[config.mk]
export PLATFORM = sky130hd
export DESIGN_NAME = param_traffic_light_controller
export DESIGN_NICKNAME = d
export VERILOG_FILES = /design/src/rtl/traffic_pkg.sv /design/src/rtl/tl_phase_timer.sv /design/src/rtl/param_traffic_light_controller.sv
export SDC_FILE = /design/constraint.sdc
export NUM_CORES = 1
export LEC_CHECK = 0
export ABC_CLOCK_PERIOD_IN_PS = 3150
export CORE_AREA = 3 3 45 47
export CTS_CLUSTER_SIZE = 40
export DETAILED_ROUTE_END_ITERATION = 8
export DIE_AREA = 0 0 48 50
export PLACE_DENSITY = 0.75
export SETUP_SLACK_MARGIN = 0.1
export SLEW_MARGIN = 20
export SYNTH_ARGS = -nofsm -noshare
export SYNTH_HDL_FRONTEND = slang
export SYNTH_SLANG_ARGS = --single-unit
[constraint.sdc]
create_clock -name clk -period 3.15 [get_ports clk]
set_input_delay 0.315 -clock clk [delete_from_list [all_inputs] [get_ports clk]]
set_output_delay 0.315 -clock clk [all_outputs]
set_load 0.1 [all_outputs]
[src/rtl/traffic_pkg.sv]
// Shared lamp encodings, controller state set and the state-to-lamp decode.
// Latency: n/a (types, constants and a pure function only).
// Backpressure: n/a.
package traffic_pkg;

    localparam logic [2:0] RED    = 3'b100;
    localparam logic [2:0] YELLOW = 3'b010;
    localparam logic [2:0] GREEN  = 3'b001;
    localparam logic [2:0] OFF    = 3'b000;

    typedef enum logic [2:0] {
        NS_GREEN,
        NS_YELLOW,
        CLR_A,
        EW_GREEN,
        EW_YELLOW,
        CLR_B,
        WALK,
        FLASH
    } state_t;

    typedef struct packed {
        logic [2:0] ns;
        logic [2:0] ew;
        logic       walk;
    } lamps_t;

    // Moore decode: lamps depend only on the state register and the blink phase.
    function automatic lamps_t decode_lamps(input state_t s, input logic blink);
        lamps_t l;
        l.ns   = RED;
        l.ew   = RED;
        l.walk = 1'b0;
        case (s)
            NS_GREEN:  l.ns = GREEN;
            NS_YELLOW: l.ns = YELLOW;
            EW_GREEN:  l.ew = GREEN;
            EW_YELLOW: l.ew = YELLOW;
            WALK:      l.walk = 1'b1;
            FLASH: begin
                l.ns = blink ? YELLOW : OFF;
                l.ew = blink ? RED    : OFF;
            end
            default: ;
        endcase
        return l;
    endfunction

    function automatic int max_of(input int a, input int b);
        return (a > b) ? a : b;
    endfunction

endpackage

[src/rtl/tl_phase_timer.sv]
// Loadable down-counter timing the current phase; done while the count is zero.
// Latency: load takes effect on the edge it is sampled; done is a decode of the count.
// Backpressure: en=0 freezes the count, including pending loads.
module tl_phase_timer #(
    parameter int W = 3
) (
    input  logic         clk,
    input  logic         rst_n,
    input  logic         en,
    input  logic         load,
    input  logic [W-1:0] load_val,
    output logic         done
);

    logic [W-1:0] count;

    // Reload on request, otherwise count down and park at zero.
    always_ff @(posedge clk or negedge rst_n) begin
        if (!rst_n) begin
            count <= '0;
        end else if (en) begin
            if (load) begin
                count <= load_val;
            end else if (count != '0) begin
                count <= count - W'(1);
            end
        end
    end

    assign done = (count == '0);

endmodule

[src/rtl/param_traffic_light_controller.sv]
// Two-direction intersection controller with all-red clearance, latched walk and night flash.
// Latency: ped_req -> ped_pending 1 edge; flash_mode -> flash lamps 1 edge; lamps decode state only.
// Backpressure: en=0 stalls state, timer and blink; ped_req is still latched.
module param_traffic_light_controller
    import traffic_pkg::*;
#(
    parameter int GREEN_CYCLES      = 3,
    parameter int YELLOW_CYCLES     = 2,
    parameter int ALL_RED_CYCLES    = 1,
    parameter int WALK_CYCLES       = 4,
    parameter int FLASH_HALF_CYCLES = 2
) (
    input  logic       clk,
    input  logic       rst_n,
    input  logic       en,
    input  logic       ped_req,
    input  logic       flash_mode,
    output logic [2:0] ns_light,
    output logic [2:0] ew_light,
    output logic       ped_walk,
    output logic       ped_pending
);

    localparam int MAX_P = max_of(max_of(GREEN_CYCLES, YELLOW_CYCLES),
                                  max_of(max_of(ALL_RED_CYCLES, WALK_CYCLES), FLASH_HALF_CYCLES));
    localparam int TW    = $clog2(MAX_P + 1);
    localparam bit HAS_CLR = (ALL_RED_CYCLES > 0);

    // Timer holds "edges remaining after this one", so each phase loads length-1.
    localparam logic [TW-1:0] LD_GREEN  = TW'(GREEN_CYCLES - 1);
    localparam logic [TW-1:0] LD_YELLOW = TW'(YELLOW_CYCLES - 1);
    localparam logic [TW-1:0] LD_CLR    = TW'(HAS_CLR ? ALL_RED_CYCLES - 1 : 0);
    localparam logic [TW-1:0] LD_WALK   = TW'(WALK_CYCLES - 1);
    localparam logic [TW-1:0] LD_FLASH  = TW'(FLASH_HALF_CYCLES - 1);

    state_t        state, next_state;
    logic          blink, blink_nxt;
    logic          ret_ew, ret_ew_nxt;
    logic          armed;
    logic          timer_done, phase_done;
    logic          timer_load;
    logic [TW-1:0] timer_val;
    logic          entering_walk;
    lamps_t        lamps;

    // The reset state is already on display before edge 1, so the timer only
    // becomes meaningful once the first enabled edge has loaded it.
    assign phase_done    = timer_done & armed;
    assign entering_walk = (next_state == WALK) && (state != WALK);

    // Next-state, walk return direction, blink and timer reload.
    always_comb begin
        next_state = state;
        ret_ew_nxt = ret_ew;
        blink_nxt  = 1'b1;
        timer_val  = LD_GREEN;

        if (flash_mode) begin
            next_state = FLASH;
        end else begin
            case (state)
                NS_GREEN:  if (phase_done) next_state = NS_YELLOW;
                NS_YELLOW: if (phase_done) next_state = HAS_CLR ? CLR_A : (ped_pending ? WALK : EW_GREEN);
                CLR_A:     if (phase_done) next_state = ped_pending ? WALK : EW_GREEN;
                EW_GREEN:  if (phase_done) next_state = EW_YELLOW;
                EW_YELLOW: if (phase_done) next_state = HAS_CLR ? CLR_B : (ped_pending ? WALK : NS_GREEN);
                CLR_B:     if (phase_done) next_state = ped_pending ? WALK : NS_GREEN;
                WALK:      if (phase_done) next_state = ret_ew ? EW_GREEN : NS_GREEN;
                FLASH:     next_state = HAS_CLR ? CLR_B : NS_GREEN;
                default:   next_state = NS_GREEN;
            endcase
        end

        // A walk inserted after the NS half of the cycle must hand over to EW.
        if (entering_walk) begin
            ret_ew_nxt = (state == NS_YELLOW) || (state == CLR_A);
        end

        if (next_state == FLASH) begin
            if (state != FLASH) begin
                blink_nxt = 1'b1;
            end else begin
                blink_nxt = phase_done ? ~blink : blink;
            end
        end

        case (next_state)
            NS_GREEN, EW_GREEN:   timer_val = LD_GREEN;
            NS_YELLOW, EW_YELLOW: timer_val = LD_YELLOW;
            CLR_A, CLR_B:         timer_val = LD_CLR;
            WALK:                 timer_val = LD_WALK;
            FLASH:                timer_val = LD_FLASH;
            default:              timer_val = LD_GREEN;
        endcase

        timer_load = (next_state != state) || !armed || ((state == FLASH) && phase_done);
    end

    // State, blink phase and walk return direction advance only when enabled.
    always_ff @(posedge clk or negedge rst_n) begin
        if (!rst_n) begin
            state  <= NS_GREEN;
            blink  <= 1'b1;
            ret_ew <= 1'b0;
            armed  <= 1'b0;
        end else if (en) begin
            state  <= next_state;
            blink  <= blink_nxt;
            ret_ew <= ret_ew_nxt;
            armed  <= 1'b1;
        end
    end

    // Pedestrian latch runs regardless of en; a request on the walk entry edge re-arms it.
    always_ff @(posedge clk or negedge rst_n) begin
        if (!rst_n) begin
            ped_pending <= 1'b0;
        end else if (en && entering_walk) begin
            ped_pending <= ped_req;
        end else begin
            ped_pending <= ped_pending | ped_req;
        end
    end

    tl_phase_timer #(
        .W (TW)
    ) u_timer (
        .clk      (clk),
        .rst_n    (rst_n),
        .en       (en),
        .load     (timer_load),
        .load_val (timer_val),
        .done     (timer_done)
    );

    assign lamps    = decode_lamps(state, blink);
    assign ns_light = lamps.ns;
    assign ew_light = lamps.ew;
    assign ped_walk = lamps.walk;

endmodule

==> flow_summary.ini <==
[clocking]
clk_latency_ns = 0.27
cts_root_buf = clkbuf_4
ctsResizeCount = 0
tritoncts = done
cts.clk_slew.worst_paths_ns = 0.08
postCtsSetupRepairBufs = 0
numCtsBuffers = 3
cts_hold_buf = 0
cts_max_level = 1
cts_max_path_buffers = 2
cts_sinks = 10

[final_layout]
fillers = 162
final_nets = 126
area_growth_pct = 15.7
diodes = 0
final_cell_area_sq_um = 998
drive_above_1_share = 0.175

[yosys]
synth_edf_count = 0
synth_nets = 114
async_reset_ff_frac = 1.00
seq_area_frac_synth = 0.291
syn_area_per_cell_sq_um = 8.38
yosysTopAreaCellShare = 0.261
synth_area_leaders = dfrtp_1 (26%), ha_1 (8.7%), inv_1 (4.8%), a21oi_1 (4.1%), nor2_1 (3.9%)
ys_seq_elements = 10
syn_inst = 103
ys_types = 40
syn_area_sq_um = 863
synth_area_leader_cell = dfrtp_1
synth_warnings = 0
synth-main-ff-cell = dfrtp_1

[grt]
antenna_found_initial = 0
track_usage = 0.167
grt_pass1_vias = 643
grt_first_pass_wirelength_mm = 2.90
grt_max_degree = 18
grt.overflow.total = 0

[detailed_routing]
wl_mm = 1.77
ant_nets = 0
drc_errors = 0
avgRoutedWirePerCell_microns = 13.5
vias_per_cell = 5.84
vias = 765
dr.pass1.iters = 4
drt_iter0_drc = 15

[power_and_ir_drop]
ir_drop_v = 0.000600
leakagePower_uw = 0.000440
clockPowerShare = 0.121
swShare = 0.539
switchingPower_uw = 535
pwr-share-comb = 0.669
p_seq_frac = 0.210
power.density_nw_per_um2 = 994
internal_power_uw = 458

[setup_path]
crit_arrival_ns = 2.95
crit_slowest_cell = a2111oi_2
cpPeakStageDelay_ns = 0.50
cp_cell_sequence = inv_1 -> ha_1 -> ha_1 -> and2_1 -> nand3_1 -> a21boi_1 -> a2111oi_2 -> inv_1 -> ha_1 -> inv_1 -> a211o_1 -> a31o_1
path_max_fanout = 6
crit_buf_inv = 3
crit_required_ns = 3.31
endpoint_kind = flop
crit_family = compound AO/OA/AOI/OAI gates
critPathLaunchType = flop
path_class = reg -> reg

[sta]
rsz0062_at_grt = no
post-route-min-period_ns = 2.80
hold_viol_final = 0
finalCritPeriodShare = 0.888
setup_tns_ns = 0
worst_pin_slew_ns = 0.973
setup_viol = 0
maxSlewHeadroom = 0.349
timing.fmax_mhz = 357
maxSlewViolCount = 0
skew_ns = 0.00969

[flow_run]
max_cap_viol_count = 0

[hold_path]
hold_path_class = in -> async

[floorplan]
start_util = 0.511
top_level_ports = 13
die-area_sq_um = 2400
die_h_microns = 50
core_area_sq_um = 1690
die_w_microns = 48
rows = 15

[place]
io_buffers = 12
gp_congestion = 0.898
dpl-instance-area_sq_um = 962
dp_hpwl_mm = 1.35

[run_status]
status = finished, final reports clean
-- logic make-up (layout without fill, tap and decap cells) --
group | Yosys count | in the layout | synth area share
DFF | 10 | 10 | 0.291
buffers and inverters | 18 | 29 | 0.106
muxes | 1 | 1 | 0.0116
xor gates and xnor gates | 1 | 1 | 0.0101
and+or+nand+nor | 36 | 36 | 0.219
AOI/OAI and AO/OA | 31 | 31 | 0.275
adders and majority gates | 6 | 6 | 0.0870
-- worst reg2reg max path, stage by stage, from the launching register on --
cell and delay (ns):
dfrtp_1 0.35, inv_1 0.06, ha_1 0.19, ha_1 0.24, and2_1 0.23, nand3_1 0.10
a21boi_1 0.07, a2111oi_2 0.50, inv_1 0.16, ha_1 0.30, inv_1 0.03, a211o_1 0.25
a31o_1 0.20
-- sequential cells by signal, indices dropped and copies added, names as in the netlist --
signal,flops
state,3
u_timer.count,3
armed,1
blink,1
ped_pending,1
ret_ew,1
-- synthesized netlist by cell type, types with 3 or more instances --
| master | instances |
|---|---|
| nand3_1 | 3 |
| nand2_1 | 7 |
| nor2_1 | 9 |
| buf_6 | 3 |
| dfrtp_1 | 9 |
| a21oi_1 | 7 |
| o21ai_0 | 4 |
| clkbuf_1 | 3 |
| ha_1 | 6 |
| nand2b_1 | 3 |
| and3_1 | 3 |
| inv_1 | 11 |
-- power by group through the flow --
stage          clock [uW]  combinational [uW]  sequential (uW)
3_5_place_dp            0                 665              211
5_1_grt               130                 722              215
2_1_floorplan           0                 555              205
6_report              120                 664              209
3_3_place_gp            0                 655              211
4_1_cts               124                 666              209
-- through the flow --
step	util	total power [uW]	hold WS (ns)	std cells	worst slack [ns]
final	0.591	993	0.365	131	0.352
after global routing	0.591	1070	0.384	131	0.161
after floorplan	-	760	0.0194	103	0.175
after global placement	0.570	866	0.553	127	0.389
after CTS	0.591	998	0.378	131	0.345
after detailed placement	0.570	876	0.551	127	0.368
-- cells in the final DEF, fill, tap and decap left out, drive strengths merged, types with 2 or more instances in the layout --
cell,Yosys,routed
inv,11,11
nor2,9,9
dfrtp,9,9
buf,4,9
nand2,7,7
a21oi,7,7
ha,6,6
o21ai,6,6
clkdlybuf4s50,0,5
clkbuf,3,4
nand2b,3,3
and3,3,3
nand3,3,3
and2,2,2
o21a,2,2
nand3b,2,2
o31ai,2,2
nor2b,2,2
a211o,2,2
-- path summary, 6_finish.rpt --
kind                                   from          endpoint  slack [ns]  depth (start not counted)
hold / removal                        rst_n  u_timer.count[0]        0.37                          1
min in group clk           u_timer.count[2]  u_timer.count[2]        0.57                          2
setup reg to reg           u_timer.count[0]  u_timer.count[1]        0.35                         12
max in group asynchronous             rst_n             blink        2.43                          1
hold reg to reg            u_timer.count[2]  u_timer.count[2]        0.57                          2
setup / recovery           u_timer.count[0]  u_timer.count[1]        0.35                         12
-- area by class of cell --
class | count | area, sq um | area share
inverter | 11 | 41.3 | 0.0414
clock buffer | 4 | 36.3 | 0.0363
sequential | 10 | 251 | 0.252
multi-input combinational | 75 | 531 | 0.531
timing repair buffer | 14 | 118 | 0.118
tap | 17 | 21.3 | 0.0213
-- routing by layer --
layer,share of wire,wire length [microns],up-vias,track usage
li1,-,-,388,-
met4,0.0034,6,0,0.0852
met1,0.47,829,360,0.230
met3,0.046,81,2,0.0292
met2,0.48,849,15,0.240
met5,0,0,-,0
(Power assumes the default switching activity.)
